File: src/rtl/pcs_stream_pkg.sv
// Types and helpers shared by the 32-to-64 bit PCS receive packer and its
// store-and-forward frame FIFO.
package pcs_stream_pkg;

    localparam logic PH_LO_ENC  = 1'b0;
    localparam logic PH_HI_ENC  = 1'b1;
    localparam logic NORMAL_ENC = 1'b0;
    localparam logic DROP_ENC   = 1'b1;

    typedef enum logic { PH_LO = PH_LO_ENC, PH_HI = PH_HI_ENC } phase_t;
    typedef enum logic { NORMAL = NORMAL_ENC, DROP = DROP_ENC } drop_state_t;

    typedef struct packed {
        logic [63:0] data;
        logic [7:0]  keep;
        logic        last;
        logic        user;
    } entry_t;

    function automatic logic [3:0] vldb2mask(input logic [1:0] vldb);
        logic [3:0] mask;
        case (vldb)
            2'd0:    mask = 4'h1;
            2'd1:    mask = 4'h3;
            2'd2:    mask = 4'h7;
            default: mask = 4'hF;
        endcase
        return mask;
    endfunction

    // Bytes outside the mask are forced to zero so stale lane data never leaks out.
    function automatic logic [31:0] mask_bytes(input logic [31:0] data, input logic [3:0] mask);
        logic [31:0] res;
        for (int i = 0; i < 4; i++) begin
            res[8*i +: 8] = mask[i] ? data[8*i +: 8] : 8'h00;
        end
        return res;
    endfunction

endpackage

File: src/rtl/pkt_commit_fifo.sv
// Frame FIFO with a speculative write pointer: words become visible only once
// their frame's last word is committed, and a partial frame can be rewound.
module pkt_commit_fifo
    import pcs_stream_pkg::*;
#(
    parameter int DEPTH = 64
) (
    input  logic   clk_i,
    input  logic   rst_i,
    input  logic   wr_en_i,
    input  logic   wr_commit_i,
    input  entry_t wr_entry_i,
    input  logic   rewind_i,
    output logic   full_o,
    output logic   rd_valid_o,
    output entry_t rd_entry_o,
    input  logic   rd_ready_i
);

    localparam int AW = $clog2(DEPTH);
    localparam logic [AW:0] PTR_ONE = {{AW{1'b0}}, 1'b1};
    localparam logic [AW:0] DEPTH_P = DEPTH[AW:0];

    logic [AW:0] wr_ptr;
    logic [AW:0] commit_ptr;
    logic [AW:0] rd_ptr;
    logic        rd_fire;
    entry_t      mem [DEPTH];

    // Full looks only at registered pointers, so a same-cycle read frees nothing.
    assign full_o     = (wr_ptr - rd_ptr) == DEPTH_P;
    assign rd_valid_o = rd_ptr != commit_ptr;
    assign rd_entry_o = mem[rd_ptr[AW-1:0]];
    assign rd_fire    = rd_valid_o & rd_ready_i;

    always_ff @(posedge clk_i) begin
        if (wr_en_i) begin
            mem[wr_ptr[AW-1:0]] <= wr_entry_i;
        end
    end

    always_ff @(posedge clk_i or posedge rst_i) begin
        if (rst_i) begin
            wr_ptr     <= '0;
            commit_ptr <= '0;
            rd_ptr     <= '0;
        end else begin
            if (rewind_i) begin
                wr_ptr <= commit_ptr;
            end else if (wr_en_i) begin
                wr_ptr <= wr_ptr + PTR_ONE;
                if (wr_commit_i) begin
                    commit_ptr <= wr_ptr + PTR_ONE;
                end
            end
            if (rd_fire) begin
                rd_ptr <= rd_ptr + PTR_ONE;
            end
        end
    end

endmodule

File: src/rtl/rx_stream_pack64.sv
// Packs the non-stallable 32-bit PCS receive stream into 64-bit AXI-stream
// words, buffering whole frames and dropping any frame that cannot fit.
module rx_stream_pack64
    import pcs_stream_pkg::*;
#(
    parameter int FIFO_DEPTH = 64,
    parameter int CNT_W      = 16
) (
    input  logic             clk_i,
    input  logic             rst_i,
    input  logic             s_valid_i,
    input  logic [31:0]      s_data_i,
    input  logic [1:0]       s_vldb_i,
    input  logic             s_last_i,
    input  logic             s_user_i,
    output logic             m_axis_tvalid_o,
    output logic [63:0]      m_axis_tdata_o,
    output logic [7:0]       m_axis_tkeep_o,
    output logic             m_axis_tlast_o,
    output logic             m_axis_tuser_o,
    input  logic             m_axis_tready_i,
    output logic             frame_drop_o,
    output logic [CNT_W-1:0] drop_cnt_o
);

    localparam logic [CNT_W-1:0] CNT_ONE = {{(CNT_W-1){1'b0}}, 1'b1};

    phase_t           phase_q, phase_d;
    drop_state_t      state_q, state_d;
    logic [31:0]      lo_q, lo_d;
    logic             err_q, err_d;
    logic [CNT_W-1:0] cnt_q, cnt_d;
    logic             drop_q, drop_d;

    entry_t      wr_entry;
    entry_t      rd_entry;
    logic        wr_en;
    logic        wr_commit;
    logic        rewind;
    logic        full;
    logic [3:0]  mask;
    logic [31:0] data_masked;

    assign mask        = vldb2mask(s_vldb_i);
    assign data_masked = mask_bytes(s_data_i, s_last_i ? mask : 4'hF);

    always_ff @(posedge clk_i or posedge rst_i) begin
        if (rst_i) begin
            phase_q <= PH_LO;
            state_q <= NORMAL;
            lo_q    <= '0;
            err_q   <= 1'b0;
            cnt_q   <= '0;
            drop_q  <= 1'b0;
        end else begin
            phase_q <= phase_d;
            state_q <= state_d;
            lo_q    <= lo_d;
            err_q   <= err_d;
            cnt_q   <= cnt_d;
            drop_q  <= drop_d;
        end
    end

    always_comb begin
        phase_d   = phase_q;
        state_d   = state_q;
        lo_d      = lo_q;
        err_d     = err_q;
        cnt_d     = cnt_q;
        drop_d    = 1'b0;
        wr_en     = 1'b0;
        wr_commit = 1'b0;
        rewind    = 1'b0;

        if (phase_q == PH_LO) begin
            wr_entry.data = {32'h0, data_masked};
            wr_entry.keep = {4'h0, mask};
        end else begin
            wr_entry.data = {data_masked, lo_q};
            wr_entry.keep = {(s_last_i ? mask : 4'hF), 4'hF};
        end
        wr_entry.last = s_last_i;
        wr_entry.user = s_last_i & (err_q | s_user_i);

        if (s_valid_i) begin
            if (state_q == DROP || (phase_q != PH_LO || s_last_i) && full) begin
                // Overflow or an already-doomed frame: discard until its last beat.
                if (state_q == NORMAL) begin
                    rewind = 1'b1;
                end
                if (s_last_i) begin
                    drop_d  = 1'b1;
                    cnt_d   = (cnt_q == '1) ? cnt_q : cnt_q + CNT_ONE;
                    state_d = NORMAL;
                    phase_d = PH_LO;
                    err_d   = 1'b0;
                end else begin
                    state_d = DROP;
                end
            end else if (phase_q == PH_LO && !s_last_i) begin
                lo_d    = s_data_i;
                phase_d = PH_HI;
                err_d   = err_q | s_user_i;
            end else begin
                wr_en     = 1'b1;
                wr_commit = s_last_i;
                phase_d   = PH_LO;
                err_d     = s_last_i ? 1'b0 : (err_q | s_user_i);
            end
        end
    end

    pkt_commit_fifo #(
        .DEPTH(FIFO_DEPTH)
    ) u_fifo (
        .clk_i       (clk_i),
        .rst_i       (rst_i),
        .wr_en_i     (wr_en),
        .wr_commit_i (wr_commit),
        .wr_entry_i  (wr_entry),
        .rewind_i    (rewind),
        .full_o      (full),
        .rd_valid_o  (m_axis_tvalid_o),
        .rd_entry_o  (rd_entry),
        .rd_ready_i  (m_axis_tready_i)
    );

    assign m_axis_tdata_o = rd_entry.data;
    assign m_axis_tkeep_o = rd_entry.keep;
    assign m_axis_tlast_o = rd_entry.last;
    assign m_axis_tuser_o = rd_entry.user;
    assign frame_drop_o   = drop_q;
    assign drop_cnt_o     = cnt_q;

endmodule

File: config.mk
export PLATFORM = sky130hd
export DESIGN_NAME = rx_stream_pack64
export DESIGN_NICKNAME = d
export VERILOG_FILES = /design/src/rtl/pcs_stream_pkg.sv /design/src/rtl/pkt_commit_fifo.sv /design/src/rtl/rx_stream_pack64.sv
export SDC_FILE = /design/constraint.sdc
export NUM_CORES = 2
export LEC_CHECK = 0
export BUFFER_PORTS_ARGS = -buffer_cell sky130_fd_sc_hd__buf_2
export CAP_MARGIN = 10
export CORE_ASPECT_RATIO = 1.2
export CORE_MARGIN = 2
export CORE_UTILIZATION = 55
export CTS_BUF_LIST = sky130_fd_sc_hd__clkbuf_4
export CTS_CLUSTER_SIZE = 16
export DETAILED_ROUTE_END_ITERATION = 8
export PLACE_DENSITY = 0.71
export SYNTH_ARGS = -nofsm -noshare
export SYNTH_HDL_FRONTEND = slang
export SYNTH_MEMORY_MAX_BITS = 65536
export SYNTH_SLANG_ARGS = --single-unit
export TNS_END_PERCENT = 10
File: constraint.sdc
create_clock -name clk_i -period 17.3 [get_ports clk_i]
set_input_delay 0.865 -clock clk_i [delete_from_list [all_inputs] [get_ports clk_i]]
set_output_delay 0.865 -clock clk_i [all_outputs]
set_load 0.02 [all_outputs]
==> summary.md <==
| Metric | Value |
|---|---|
| Areal power density over the cells | 159.0 mW/mm2 |
| Most frequently used flop master after synthesis | sky130_fd_sc_hd__edfxtp_1 |
| Global placer's final weighted congestion | 0.8181 |
| Die width | between 500 and 600 um |
| Kind of launch point of the worst setup path | register |
| Area contributors post-synth | sky130_fd_sc_hd__edfxtp_1 77%, sky130_fd_sc_hd__mux4_2 16%, sky130_fd_sc_hd__nand2_1 1.8%, sky130_fd_sc_hd__dfrtp_1 1.0%, sky130_fd_sc_hd__a21oi_1 0.59% |
| IR drop worst, VDD | 0.0001609 V |
| Final WL | 526700 um |
| First-pass GRT wire length | 729400 um |
| Worst hold path endpoint | lo_q[29] |
| Number of global-route vias before repair | between 90k and 100k |
| Count of cells along the worst hold path | 3 |
| Worst-path clk slew | 0.07 ns |
| Area added between synthesis and finish | 11.82% |
| Worst slew margin | -0.09865 |
| Post-synthesis cell count | roughly 8.3k |
| Initial antenna violation count | 28 |
| Final cell count without fillers | about 15k |
| Worst reg2reg path startpoint | u_fifo.rd_ptr[1] |
| Total overflow reported by the global router | 0 |
| Most common cell in the synthesized netlist | sky130_fd_sc_hd__edfxtp_1 |
| Iteration-0 DRC count of the detailed router | 16.67k |
| Peak clock frequency supported by timing | 104.7 MHz |
| Total number of H-tree levels | 7 |
| FF+latch count, synth | 4745 |
| Maximum root-to-sink buffer count | 5 |
| Number of design rule violations left after detail routing | 0 |
| Root buffer cell | sky130_fd_sc_hd__clkbuf_4 |
| Status | finished, violations left |
| Number of placed I/O pins | 132 |
| Critical path fanouts, max | between 50 and 60 |
| Setup crit end kind | primary output |
| Die H | 634.6 um |
| Clock latency at the later pin of the worst-skew pair | 1.74 ns |
| Net count of the finished layout | 9544 |
| Total nets after synthesis | 8387 |
| DR pass1 iterations | 6 |
| Setup TNS after final layout | 0 ns |
| Number of nets with antenna violations after routing | 0 |
| Placeable Area | approximately 0.33 mm2 |
| Setup bufs post-CTS | 0 |
| Path class of the lowest-slack min-delay path | in -> reg |
| Layout cells sized above 1 | 0.3468 |
| Worst-case register-to-register setup slack | 10.02 ns |
| Slew Limit Fails | 35 |
| Setup Crit Path Kind | reg -> out |
| Most numerous cell types in the synthesized netlist | 4672 x sky130_fd_sc_hd__edfxtp_1, 1259 x sky130_fd_sc_hd__mux4_2, 883 x sky130_fd_sc_hd__nand2_1 |
| CTS sink count | between 4k and 5k |
| Area share of the leading cell type in the synthesized netlist | 0.7697 |
| Period Utilization, post-route | 0.5520 |
| Count of max-cap constraint violations | 0 |
| Count of fill cells added during filler insertion | 22.55k |
| HP Start | s_data_i[29] |
| Final setup violation count | 0 |
| Detail-routed via count per cell | 6.707 |
| Final critical path time including I/O delays and setup | 9.549 ns |
| Yosys warnings | 0 |
| Worst Path Arrival | 8.68 ns |
| Endpoint of the lowest-slack register-to-register path | u_fifo.mem[3][35] |
| Number of vias in the routed layout | approximately 99k |
| Netlist area before placement | approximately 0.18 mm2 |
| Overall track demand over capacity in global routing | 0.3175 |
| HPWL Detailed | 254100 um |
| Hold Vio Cnt, Final | 0 |
| Average detailed-routed wire length per instance | 35.84 um |
| DIE AREA | around 0.34 mm2 |
| Mean post-synth cell area | ~22 um2 |
| Site Rows | 231 |
| Count of buffers inserted at the top-level ports | 130 |
| TritonCTS clock tree | yes |
| Number of distinct library cells after synthesis | 64 |
| Placed Cells incl. Taps | 12.66k |
| Violated checks | max-slew violations |
| Sequential-to-total area share from yosys stat | 0.7797 |
| Number of cells on the worst reg-to-reg path | 10 |
| Number of buffers created by CTS | 1198 |
| Maximum number of pins on one net before global-route repair | 135 |
| Leakage power total | 66.22 nW |
| Endpoint required time on the critical path | 16.43 ns |
| Final worst clock skew | 0.1224 ns |
| Async set-reset flop share out of synthesis | 0.01538 |
| Instance area after placement | 0.1891 mm2 |
| Finished Cell Area | 0.2038 mm2 |
| Dominant cell type by area after synthesis | sky130_fd_sc_hd__edfxtp_1 |
| Effective utilization at floorplan | 0.5527 |
| Setup repair after global routing missed its margin | no |
| Count of flip-flops with a built-in enable after synthesis | approximately 4.7k |
| Tightest Pin Transition | 1.648 ns |
how the worst max path moves through the flow:
stage                           startpoint            endpoint  slack (ns)  cells past startpoint
final                     u_fifo.rd_ptr[0]  m_axis_tdata_o[32]        7.75                     10
after global routing      u_fifo.rd_ptr[0]  m_axis_tdata_o[32]        7.04                     10
after CTS                 u_fifo.rd_ptr[0]  m_axis_tdata_o[32]        7.37                     10
after detailed placement  u_fifo.rd_ptr[0]  m_axis_tdata_o[32]        9.16                     10
after global placement    u_fifo.rd_ptr[0]  m_axis_tdata_o[32]        9.22                     10
after floorplan           u_fifo.rd_ptr[3]   u_fifo.mem[62][0]       10.47                     14
metrics by stage:
stage / power [mW] / utilization / setup WS [ns] / hold WS [ns]
floorplan: 20.53 / - / 10.47 / 0.4750
global route: 33.59 / 0.6179 / 7.037 / 0.07595
CTS: 32.47 / 0.6171 / 7.372 / 0.0004325
finish: 32.40 / 0.6181 / 7.751 / 0.1406
global placement: 23.52 / 0.5733 / 9.222 / 0.4798
detailed placement: 23.66 / 0.5734 / 9.162 / 0.4860
cell usage in the layout, fill, tap and decap left out, drive strengths merged, types with 3 or more instances in the layout:
master	synthesis	layout
nand3	112	112
nand2b	6	6
a22oi	41	41
nand2	883	883
nor3	12	12
mux4	1259	1259
o2111ai	5	5
o221ai	33	33
mux2i	27	27
mux2	51	51
o211ai	3	3
clkbuf	198	1660
xnor2	27	27
and2	29	29
inv	11	36
dlygate4sd3	0	53
a22o	17	17
a21oi	215	215
xor2	7	7
bufinv	0	11
buf	272	374
ha	9	9
diode	0	38
o21ai	27	27
dfrtp	73	73
nand4	21	21
edfxtp	4672	4672
a31oi	50	50
clkinv	2	241
a311o	4	4
nor4	6	6
a32oi	35	35
a221o	17	17
o22ai	19	19
and4	5	5
and3	50	50
nor2b	7	7
nor2	107	107
cell families after synthesis:
group,share of synthesized area
xor+xnor,0.001634
mux,0.1602
compound gates,0.01716
fa+ha+maj,0.0006178
other cells,0.00002057
flops,0.7797
simple gates,0.02845
buf+inv,0.01223
metal layers:
layer,wire (um),GRT usage,part of all wire
met5,61,0,0.00012
met1,182100,0.4186,0.35
met2,253900,0.4965,0.48
met4,21550,0.1408,0.041
met3,69140,0.09185,0.13
what timing repair did:
item                      in CTS  in global routing
gates resized for setup        0                  0
hold buffers                  53                  0
hold endpoints to repair    1273                  0
report_power, final:
group          switching, mW  total [mW]  internal (mW)
combinational           5.99        9.83           3.84
sequential             0.191        13.7           13.5
clock                   4.32        8.89           4.57
total                   10.5        32.4           21.9
cell type report:
type,instances,area (um2),area share
sequential,4745,142100,0.6974
antenna,38,95.09,0.0004665
clock buffer,1660,12460,0.06114
tap,4427,5539,0.02718
multi-input combinational,3110,38600,0.1894
timing repair buffer,427,3513,0.01724
inverter,13,73.82,0.0003622
clock inverter,277,1406,0.006900
sequential cells by signal (all words and copies together) (netlist names):
name,count
drop_cnt_o,16
err_q,1
frame_drop_o,1
lo_q,32
phase_q,1
state_q,1
u_fifo.commit_ptr,7
u_fifo.mem,4672
u_fifo.rd_ptr,7
u_fifo.wr_ptr,7
worst max-delay path, cell delays in order (launching register included):
cell and delay [ns]:
sky130_fd_sc_hd__dfrtp_4 0.90, sky130_fd_sc_hd__buf_4 0.75, sky130_fd_sc_hd__buf_4 0.71, sky130_fd_sc_hd__buf_4 0.67, sky130_fd_sc_hd__buf_4 0.79, sky130_fd_sc_hd__buf_4 0.93, sky130_fd_sc_hd__mux4_2 0.61, sky130_fd_sc_hd__mux4_2 0.47
sky130_fd_sc_hd__a22oi_1 0.44, sky130_fd_sc_hd__o221ai_1 0.30, sky130_fd_sc_hd__buf_2 0.23
No activity file was read; power rests on OpenSTA's default activity.
